$ cat src/rtl/lc3_pkg.sv
`default_nettype none
// =============================================================================
// lc3_pkg : LC-3 device-page address map and memory-controller FSM state type
// Rev 1.0
// =============================================================================
package lc3_pkg;

   localparam logic [15:0] ADDR_KBSR = 16'hFE00;
   localparam logic [15:0] ADDR_KBDR = 16'hFE02;
   localparam logic [15:0] ADDR_DSR  = 16'hFE04;
   localparam logic [15:0] ADDR_DDR  = 16'hFE06;
   localparam logic [15:0] ADDR_MCR  = 16'hFFFE;
   localparam logic [15:0] USER_LO   = 16'h3000;

   typedef enum logic [2:0] {
      IDLE   = 3'd0,
      MEM_RD = 3'd1,
      MEM_WR = 3'd2,
      IO     = 3'd3,
      DONE   = 3'd4
   } mem_state_t;

endpackage
`default_nettype wire

$ cat src/rtl/lc3_mmio_regs.sv
`default_nettype none
// =============================================================================
// lc3_mmio_regs : KBSR/KBDR/DDR/MCR storage, keyboard/display handshakes, read mux
// Rev 1.0
// =============================================================================
module lc3_mmio_regs
   import lc3_pkg::*;
(
   input  logic        clk,
   input  logic        rst_n,
   input  logic        acc,
   input  logic        we,
   input  logic [15:0] addr,
   input  logic [15:0] wdata,
   output logic [15:0] rdata,
   input  logic        kbd_valid,
   input  logic [7:0]  kbd_data,
   output logic [7:0]  disp_data,
   output logic        disp_valid,
   input  logic        disp_ready,
   output logic        halt
);

   logic        r_kbsr;
   logic [7:0]  r_kbdr;
   logic [15:0] r_mcr;
   logic        w_kbdr_rd;
   logic        w_ddr_wr;
   logic        w_mcr_wr;

   assign w_kbdr_rd = acc && !we && (addr == ADDR_KBDR);
   assign w_ddr_wr  = acc &&  we && (addr == ADDR_DDR);
   assign w_mcr_wr  = acc &&  we && (addr == ADDR_MCR);
   assign halt      = ~r_mcr[15];

   // A character arriving on the same edge as the KBDR-read clear is kept.
   always_ff @(posedge clk or negedge rst_n) begin
      if (!rst_n) begin
         r_kbsr <= 1'b0;
         r_kbdr <= 8'h00;
      end else if (kbd_valid && (!r_kbsr || w_kbdr_rd)) begin
         r_kbsr <= 1'b1;
         r_kbdr <= kbd_data;
      end else if (w_kbdr_rd) begin
         r_kbsr <= 1'b0;
      end
   end

   always_ff @(posedge clk or negedge rst_n) begin
      if (!rst_n) begin
         disp_valid <= 1'b0;
         disp_data  <= 8'h00;
      end else if (w_ddr_wr) begin
         disp_valid <= 1'b1;
         disp_data  <= wdata[7:0];
      end else if (disp_valid && disp_ready) begin
         disp_valid <= 1'b0;
      end
   end

   always_ff @(posedge clk or negedge rst_n) begin
      if (!rst_n) begin
         r_mcr <= 16'h8000;
      end else if (w_mcr_wr) begin
         r_mcr <= wdata;
      end
   end

   always_comb begin
      rdata = 16'h0000;
      case (addr)
         ADDR_KBSR: rdata = {r_kbsr, 15'b0};
         ADDR_KBDR: rdata = {8'h00, r_kbdr};
         ADDR_DSR:  rdata = {disp_ready & ~disp_valid, 15'b0};
         ADDR_MCR:  rdata = r_mcr;
         default:   rdata = 16'h0000;
      endcase
   end

endmodule
`default_nettype wire

$ cat src/rtl/mem_ctrl.sv
`default_nettype none
// =============================================================================
// mem_ctrl : LC-3 MAR/MDR memory controller with req/done handshake and MMIO page
// Optional macro MEM_ACV_EN adds user-mode access violation (acv port).  Rev 1.0
// =============================================================================
module mem_ctrl
   import lc3_pkg::*;
#(
   parameter int          READ_LAT  = 1,
   parameter logic [15:0] MMIO_BASE = 16'hFE00
) (
   input  logic        clk,
   input  logic        rst_n,
   input  logic        req,
   input  logic        we,
   input  logic        priv,
   input  logic [15:0] addr,
   input  logic [15:0] wdata,
   output logic [15:0] rdata,
   output logic        done,
`ifdef MEM_ACV_EN
   output logic        acv,
`endif
   output logic        mem_we,
   output logic [15:0] mem_addr,
   output logic [15:0] mem_wdata,
   input  logic [15:0] mem_rdata,
   input  logic        kbd_valid,
   input  logic [7:0]  kbd_data,
   output logic [7:0]  disp_data,
   output logic        disp_valid,
   input  logic        disp_ready,
   output logic        halt
);

   localparam logic [1:0] c_rd_last = 2'(READ_LAT - 1);

   mem_state_t  r_state;
   mem_state_t  w_next;
   logic [15:0] r_mar;
   logic [15:0] r_mdr_w;
   logic        r_we;
   logic [1:0]  r_cnt;
   logic        w_accept;
   logic        w_acv_hit;
   logic        w_rd_last;
   logic        w_io_acc;
   logic [15:0] w_io_rdata;

`ifdef MEM_ACV_EN
   logic r_acv;
   assign w_acv_hit = priv && ((addr < USER_LO) || (addr >= MMIO_BASE));
   assign acv       = r_acv;
`else
   logic w_unused_priv;
   assign w_acv_hit     = 1'b0;
   assign w_unused_priv = priv;
`endif

   assign w_accept  = (r_state == IDLE) && req;
   assign w_rd_last = (r_state == MEM_RD) && (r_cnt == c_rd_last);
   assign w_io_acc  = (r_state == IO);

   always_ff @(posedge clk or negedge rst_n) begin
      if (!rst_n) r_state <= IDLE;
      else        r_state <= w_next;
   end

   always_comb begin
      w_next = r_state;
      case (r_state)
         IDLE: begin
            if (req) begin
               if (w_acv_hit)              w_next = DONE;
               else if (addr >= MMIO_BASE) w_next = IO;
               else if (we)                w_next = MEM_WR;
               else                        w_next = MEM_RD;
            end
         end
         MEM_RD:  if (r_cnt == c_rd_last) w_next = DONE;
         MEM_WR:  w_next = DONE;
         IO:      w_next = DONE;
         DONE:    w_next = IDLE;
         default: w_next = IDLE;
      endcase
   end

   // Memory-side outputs are registered so an async reset silences them at once.
   always_ff @(posedge clk or negedge rst_n) begin
      if (!rst_n) begin
         r_mar     <= 16'h0000;
         r_mdr_w   <= 16'h0000;
         r_we      <= 1'b0;
         r_cnt     <= 2'd0;
         rdata     <= 16'h0000;
         done      <= 1'b0;
         mem_we    <= 1'b0;
         mem_addr  <= 16'h0000;
         mem_wdata <= 16'h0000;
`ifdef MEM_ACV_EN
         r_acv     <= 1'b0;
`endif
      end else begin
         done   <= (w_next == DONE);
         mem_we <= w_accept && (w_next == MEM_WR);
         r_cnt  <= (r_state == MEM_RD) ? r_cnt + 2'd1 : 2'd0;
`ifdef MEM_ACV_EN
         r_acv  <= w_accept && w_acv_hit;
`endif
         if (w_accept) begin
            r_mar   <= addr;
            r_mdr_w <= wdata;
            r_we    <= we;
         end
         if (w_accept && ((w_next == MEM_WR) || (w_next == MEM_RD))) begin
            mem_addr  <= addr;
            mem_wdata <= wdata;
         end
         if (w_rd_last)            rdata <= mem_rdata;
         if (w_io_acc && !r_we)    rdata <= w_io_rdata;
      end
   end

   lc3_mmio_regs u_mmio (
      .clk        (clk),
      .rst_n      (rst_n),
      .acc        (w_io_acc),
      .we         (r_we),
      .addr       (r_mar),
      .wdata      (r_mdr_w),
      .rdata      (w_io_rdata),
      .kbd_valid  (kbd_valid),
      .kbd_data   (kbd_data),
      .disp_data  (disp_data),
      .disp_valid (disp_valid),
      .disp_ready (disp_ready),
      .halt       (halt)
   );

endmodule
`default_nettype wire

$ cat config.mk
export PLATFORM = sky130hd
export DESIGN_NAME = mem_ctrl
export DESIGN_NICKNAME = d
export VERILOG_FILES = /design/src/rtl/lc3_pkg.sv /design/src/rtl/lc3_mmio_regs.sv /design/src/rtl/mem_ctrl.sv
export SDC_FILE = /design/constraint.sdc
export NUM_CORES = 1
export LEC_CHECK = 0
export BUFFER_PORTS_ARGS = -buffer_cell sky130_fd_sc_hd__buf_2
export CAP_MARGIN = 20
export CELL_PAD_IN_SITES_DETAIL_PLACEMENT = 1
export CELL_PAD_IN_SITES_GLOBAL_PLACEMENT = 1
export CORE_ASPECT_RATIO = 0.7
export CORE_MARGIN = 4
export CORE_UTILIZATION = 38
export CTS_CLUSTER_DIAMETER = 120
export DETAILED_ROUTE_END_ITERATION = 12
export PLACE_DENSITY = 0.75
export SLEW_MARGIN = 40
export SYNTH_ARGS = -nofsm -noshare
export SYNTH_HDL_FRONTEND = slang
export SYNTH_SLANG_ARGS = --single-unit
$ cat constraint.sdc
create_clock -name clk -period 1.7 [get_ports clk]
set_input_delay 0.51 -clock clk [delete_from_list [all_inputs] [get_ports clk]]
set_output_delay 0.51 -clock clk [all_outputs]
set_load 0.02 [all_outputs]
==> flow_summary_export.csv, run 1 <==
group,metric,value,unit
status,status,"finished with violations",
status,violations,"negative setup slack",
critical_path,cp_top_family,"simple AND/OR/NAND/NOR gates",
floorplanning,die_height,105,µm
detailed_routing,route.detailed.drc,0,
layout,post_route_cells_drive_above_1_share,54.0,%
critical_path,critical_path.reg2reg.endpoint,"rdata[3]$_DFFE_PN0P_",
layout,finalNetCount,621,
critical_path,critical_path.max_fanout,9,
synth,synthDominantCellAreaShare,58.7,%
sta,final.period_utilization,103,%
cts,tritoncts,"done",
cts,numClockSinks,122,
flow_run,cap_violations,0,
detailed_routing,vias_per_cell,5.07,
cts,cts_max_level,4,
layout,areaGrowthSynthToFinish,36.6,%
synth,post_synth_main_area_contributors,"sky130_fd_sc_hd__dfrtp_1 59%, sky130_fd_sc_hd__mux2_2 17%, sky130_fd_sc_hd__mux2_4 2.9%",
floorplanning,boundaryPins,123,
floorplanning,initial_standard_cell_utilization_of_the_core,39.0,%
floorplanning,die_w,147,µm
synth,synth-async-reset-ratio,100,%
floorplanning,die_area,15500,µm²
critical_path,setup.worst_path.end_class,"flip-flop",
detailed_routing,avgRoutedWirePerCell,19.7,µm
power,internal_power_summed_over_all_cells,8.19,mW
sta,final_max_slew_viol_count,0,
floorplanning,core_region_area,13200,µm²
detailed_routing,finalWirelength,14.9,mm
placed_design,finalWeightedCongestion,0.771,
power,p_sw_share,34.4,%
layout,seqCellArea,3060,µm²
critical_path,timing.critical_path.from_type,"flip-flop",
power,clockPowerShare,28.2,%
synth,yosys_most_used_dff,"sky130_fd_sc_hd__dfrtp_1",
power,total_leakage_power,3.27,nW
power,irDropWorstVdd,863,µV
critical_path,biggest_cell_delay_along_the_critical_path,470,ps
synth,synth_top_cells_by_count,"121 x sky130_fd_sc_hd__dfrtp_1, 80 x sky130_fd_sc_hd__mux2_2, 26 x sky130_fd_sc_hd__a21oi_1",
sta,transition_time_at_the_pin_with_the_least_slew_margin,441,ps
grt,wire_length_of_the_first_global_routing_pass,23.9,mm
power,share_seq_of_total_power,37.3,%
floorplanning,core.rowCount,35,
layout,final_util,53.3,%
synth,share_of_synthesized_area_occupied_by_flip_flops_and_latches,59.2,%
synth,yosysUniqueCellTypes,40,
placed_design,post_placement_cell_count,708,
critical_path,ff2ff_setup_slack,-50,ps
synth,synth.most_common_cell,"sky130_fd_sc_hd__dfrtp_1",
sta,final.setup_skew,9.49,ps
sta,max_freq,572,MHz
detailed_routing,detail_route.first_pass.iterations,5,
power,p_sw,4.29,mW
critical_path,critical_path.n_buffers_inverters,0,
sta,layout_min_cycle_time,1750,ps
power,post-layout-total-power,12.5,mW
critical_path,crit_path_top_delay_cell,"sky130_fd_sc_hd__dfrtp_2",
grt,via_count_of_the_first_global_routing_pass,4315,
placed_design,dp_worst_setup_slack,-203,ps
critical_path,worst_ep_required_time,1970,ps
detailed_routing,detail-route-antenna-nets,0,
power,power.combinational.fraction,34.5,%
sta,finalSetupViolCount,21,
cts,clock_insertion_delay_worst_skew,410,ps
sta,grt_setup_unrepaired,"true",
cts,clock-root-buffer,"sky130_fd_sc_hd__clkbuf_16",
layout,nFillCells,1403,
layout,multi_input_area,2030,µm²
critical_path,cp_cell_sequence,"and4bb_2 > and3b_2 > a311oi_1 > a21oi_1",
cts,cts_buffers,17,
sta,timing.slew.headroom,70.6,%
critical_path,reg2reg_from,"r_state[0]$_DFF_PN0_",
sta,finalHoldViolations,0,
cts,clockBufferDepth,2,
synth,synth.largest_area_cell,"sky130_fd_sc_hd__dfrtp_1",
synth,post_synth_instance_area,5150,µm²
grt,grt_max_degree,47,
grt,antenna_violations_before_repair,0,
min_path,worstHoldPathType,"input pin to asynchronous set/reset pin",
synth,synth_enable_flop_cells,0,
grt,gr_usage_total,19.8,%
detailed_routing,dr_total_vias,3827,
grt,grt-ovfl-total,0,
sta,postLayoutSetupSlackWorst,-49.0,ps
cts,cts_clock_pin_slew_for_the_worst_setup_and_hold_paths,60,ps
critical_path,kind_of_critical_path,"flip-flop to flip-flop",
synth,post_synthesis_cells,390,
placed_design,dp.final_hpwl,10.4,mm
layout,n_antenna_cell,0,
synth,yosys_register_bits,122,
critical_path,worstPathArrival,2020,ps
synth,post_synth.cell_area_avg,13.2,µm²
synth,synthesis.nets,454,
critical_path,rr_worst_depth,4,
layout,fin_cells,755,
placed_design,placement.io_buffers,121,
detailed_routing,drt-initial-drc-count,183,
synth,synth_warnings,0,
power,powerDensity,1770,nW/µm²
[flip-flops by register name, indices dropped and copies added, names as in the netlist, 8 cells and up]
signal	cells
mem_addr	16
mem_wdata	16
r_mar	16
r_mdr_w	16
rdata	16
u_mmio.disp_data	8
u_mmio.r_kbdr	8
u_mmio.r_mcr	16
[how the worst max path moves through the flow]
stage	from	to	slack, ps	depth (start not counted)
finish	r_state[0]$_DFF_PN0_	rdata[3]$_DFFE_PN0P_	-50	4
global route	r_mar[0]$_DFFE_PN0P_	u_mmio.r_kbdr[4]$_DFFE_PN0P_	-150	6
CTS	r_mar[0]$_DFFE_PN0P_	u_mmio.r_kbdr[3]$_DFFE_PN0P_	-30	6
detailed placement	r_state[2]$_DFF_PN0_	u_mmio.r_kbdr[6]$_DFFE_PN0P_	-200	5
global placement	r_state[2]$_DFF_PN0_	u_mmio.r_kbdr[1]$_DFFE_PN0P_	-70	5
floorplan	r_state[2]$_DFF_PN0_	u_mmio.r_mcr[0]$_DFFE_PN0P_	20	6
[stage by stage]
| stage | hold slack (ps) | area, µm² | setup TNS, ps |
|---|---|---|---|
| floorplan | 214 | 5150 | 0 |
| global route | 54.0 | 7040 | -4010 |
| detailed placement | 446 | 6260 | -5120 |
| global placement | 420 | 6260 | -2280 |
| finish | 46.9 | 7040 | -299 |
| CTS | 44.4 | 6900 | -236 |
[cell usage in the layout (no fill, tap or decap), types with 2 or more instances in the layout]
master and count:
sky130_fd_sc_hd__buf_12 9, sky130_fd_sc_hd__nor2b_1 2, sky130_fd_sc_hd__inv_1 12, sky130_fd_sc_hd__clkinvlp_4 2, sky130_fd_sc_hd__clkbuf_1 3, sky130_fd_sc_hd__o211ai_1 16, sky130_fd_sc_hd__o21ai_0 3, sky130_fd_sc_hd__dfrtp_1 118
sky130_fd_sc_hd__buf_4 35, sky130_fd_sc_hd__nand3_1 8, sky130_fd_sc_hd__bufinv_16 2, sky130_fd_sc_hd__nand2b_1 11, sky130_fd_sc_hd__clkbuf_16 17, sky130_fd_sc_hd__nor2_1 17, sky130_fd_sc_hd__mux2_4 10, sky130_fd_sc_hd__mux2_2 80
sky130_fd_sc_hd__nand2_1 13, sky130_fd_sc_hd__a311oi_1 7, sky130_fd_sc_hd__buf_2 120, sky130_fd_sc_hd__nand4_1 11, sky130_fd_sc_hd__o22ai_1 7, sky130_fd_sc_hd__buf_6 6, sky130_fd_sc_hd__dfrtp_2 3, sky130_fd_sc_hd__nand3b_1 2
sky130_fd_sc_hd__clkinv_2 4, sky130_fd_sc_hd__clkinv_4 2, sky130_fd_sc_hd__a21oi_1 25
[cell families after synthesis]
family                     synth area share, %
adders and majority gates                0.243
DFF                                       59.2
muxes                                     20.4
buffers and inverters                     2.96
and+or+nand+nor                           9.10
AOI/OAI and AO/OA                         8.06
[repair_timing]
| item | CTS | global route |
|---|---|---|
| setup buffers | 4 | 11 |
| endpoints found under the setup margin | 80 | 105 |
| hold buffers | 0 | 0 |
| pin swaps | 5 | 15 |
| resized for setup | 10 | 12 |
[power by group through the flow]
stage	Clock [mW]	Combinational (mW)	Sequential, mW
after floorplan	0	1.81	5.24
after global placement	0	3.93	4.56
after detailed placement	0	4.11	4.65
after CTS	3.58	4.21	4.64
after global routing	3.75	4.66	4.78
final	3.52	4.31	4.65
[metal layers]
layer / part of all wire [%] / up-vias / global-route usage, %
met5: 0 / - / 0
met4: 1.7 / 0 / 6.58
met3: 4.9 / 19 / 5.97
met2: 49 / 99 / 31.8
met1: 45 / 1955 / 25.9
li1: - / 1754 / -
[layout make-up]
cell class,count,area share (%)
Clock buffer,21,6.40
Clock inverter,11,1.72
Inverter,12,0.640
Multi-Input combinational cell,234,28.8
Sequential cell,122,43.4
Tap cell,185,3.29
Timing Repair Buffer,170,15.8
Power figures use the tool's default switching activity.
==> run 2: changes to the inputs <==
- PLACE_DENSITY: 0.75 -> 0.72
==> flow_summary_export.csv, run 2 (synthesis gave the netlist of run 1 again) <==
group,metric,value,unit
status,status,"finished with violations",
status,violations,"negative setup slack",
sta,max_freq,549,MHz
cts,cts_clock_pin_slew_for_the_worst_setup_and_hold_paths,60,ps
sta,grt_setup_unrepaired,"true",
layout,n_antenna_cell,0,
floorplanning,core.rowCount,35,
sta,final.setup_skew,14.8,ps
layout,most-common-layout-cells,"120 x sky130_fd_sc_hd__dfrtp_1, 119 x sky130_fd_sc_hd__buf_2, 80 x sky130_fd_sc_hd__mux2_2",
placed_design,dp.final_hpwl,10.1,mm
sta,transition_time_at_the_pin_with_the_least_slew_margin,409,ps
detailed_routing,avgRoutedWirePerCell,20.0,µm
critical_path,cp_top_family,"buffers and inverters",
grt,grt_max_degree,75,
critical_path,worstPathArrival,2100,ps
layout,post_route_cells_drive_above_1_share,54.8,%
layout,finalNetCount,624,
floorplanning,die_area,15500,µm²
detailed_routing,finalWirelength,15.1,mm
critical_path,biggest_cell_delay_along_the_critical_path,380,ps
power,total_leakage_power,3.36,nW
placed_design,dp_worst_setup_slack,-144,ps
power,irDropWorstVdd,992,µV
power,powerDensity,1810,nW/µm²
layout,fin_cells,758,
cts,tritoncts,"done",
sta,finalHoldViolations,0,
cts,clockBufferDepth,2,
layout,areaGrowthSynthToFinish,39.1,%
sta,postLayoutSetupSlackWorst,-121,ps
min_path,worstHoldPathType,"input pin to flip-flop",
sta,tns,-2760,ps
sta,timing.slew.headroom,72.7,%
detailed_routing,detail_route.first_pass.iterations,4,
cts,clock-root-buffer,"sky130_fd_sc_hd__clkbuf_16",
critical_path,critical_path.n_buffers_inverters,3,
cts,cts_buffers,17,
grt,gr_usage_total,19.4,%
critical_path,kind_of_critical_path,"flip-flop to flip-flop",
sta,layout_min_cycle_time,1820,ps
placed_design,finalWeightedCongestion,0.786,
min_path,worstHoldPathCells,2,
detailed_routing,dr_total_vias,3942,
detailed_routing,vias_per_cell,5.20,
flow_run,cap_violations,0,
detailed_routing,detail-route-antenna-nets,0,
cts,clock_insertion_delay_worst_skew,410,ps
critical_path,timing.critical_path.from_type,"flip-flop",
cts,numClockSinks,122,
grt,via_count_of_the_first_global_routing_pass,4252,
critical_path,worst_ep_required_time,1980,ps
floorplanning,die_height,105,µm
floorplanning,core_region_area,13200,µm²
detailed_routing,route.detailed.drc,0,
floorplanning,initial_standard_cell_utilization_of_the_core,39.0,%
critical_path,setup.worst_path.end_class,"flip-flop",
floorplanning,boundaryPins,123,
critical_path,rr_worst_depth,7,
sta,finalSetupViolCount,33,
floorplanning,die_w,147,µm
critical_path,most_common_cell_on_crit_path,"sky130_fd_sc_hd__buf_4",
layout,layout_commonest_cell,"sky130_fd_sc_hd__dfrtp_1",
grt,grt-ovfl-total,0,
cts,cts_max_level,4,
placed_design,placement.io_buffers,121,
sta,final_max_slew_viol_count,0,
critical_path,cp_cell_sequence,"nand4b_1 > buf_4 > nor3_4 > buf_4 > nand3_4 > buf_12 > mux2_4",
critical_path,crit_path_top_delay_cell,"sky130_fd_sc_hd__dfrtp_1",
grt,wire_length_of_the_first_global_routing_pass,23.4,mm
detailed_routing,drt-initial-drc-count,128,
critical_path,worstSetupPathDepth,7,
sta,final.period_utilization,107,%
grt,antenna_violations_before_repair,1,
placed_design,post_placement_cell_count,709,
critical_path,critical_path.max_fanout,16,
-- run 2: cell count changes in the layout (fill, tap and decap cells not counted), sizes merged --
| cell | delta |
|---|---|
| bufinv | +2 |
| buf | +1 |
| clkinv | -4 |
| clkinvlp | +1 |
| dlygate4sd3 | +1 |
| clkbuf | +2 |
-- run 2: report_power, final --
group	total, mW	switching, mW	leakage (nW)	internal (mW)
logic	4.34	2.28	1.60	2.06
clock network	3.95	1.34	0.309	2.61
registers	4.66	0.698	1.45	3.96
total	12.9	4.32	3.36	8.62
-- run 2: layout make-up --
cell class / count / area [µm²]
clock buffer: 22 / 484
inverter: 12 / 45.0
timing repair buffer: 173 / 1120
tap: 185 / 231
multi-input combinational: 234 / 2070
sequential: 122 / 3060
clock inverter: 10 / 161
fill: 1356 / 6060
-- run 2: routing by layer --
| metal | part of all wire (%) | wire length (µm) | global-route usage, % |
|---|---|---|---|
| met2 | 49 | 7350 | 30.9 |
| met5 | 0.046 | 7 | 0 |
| met3 | 6.0 | 909 | 5.80 |
| met4 | 1.6 | 240 | 5.72 |
| met1 | 44 | 6620 | 25.8 |
-- run 2: worst paths after layout --
path / slack, ps / start / end
max: -120 / r_mar[0]$_DFFE_PN0P_ / u_mmio.r_mcr[4]$_DFFE_PN0P_
max in group asynchronous: 640 / rst_n / u_mmio.r_mcr[15]$_DFFE_PN1P_
max reg2reg: -120 / r_mar[0]$_DFFE_PN0P_ / u_mmio.r_mcr[4]$_DFFE_PN0P_
min in group asynchronous: 440 / rst_n / mem_wdata[9]$_DFFE_PN0P_
min reg2reg: 430 / r_cnt[0]$_DFF_PN0_ / r_cnt[0]$_DFF_PN0_
min: 340 / wdata[11] / r_mdr_w[11]$_DFFE_PN0P_
-- run 2: per-stage QoR --
stage	util, %	hold WS (ps)	power, mW	area (µm²)
CTS	52.8	315	12.9	6990
floorplan	-	214	7.05	5150
global placement	47.3	320	8.47	6250
finish	54.2	342	12.9	7170
global route	54.2	329	13.6	7170
detailed placement	47.3	323	8.72	6250
-- run 2: what timing repair did --
item | CTS | global route
setup buffers | 4 | 11
hold buffers | 1 | 0
gates cloned | 0 | 1
setup endpoints to repair | 62 | 98
resized for setup | 9 | 17
pin swaps | 1 | 13
hold endpoints to repair | 2 | 0
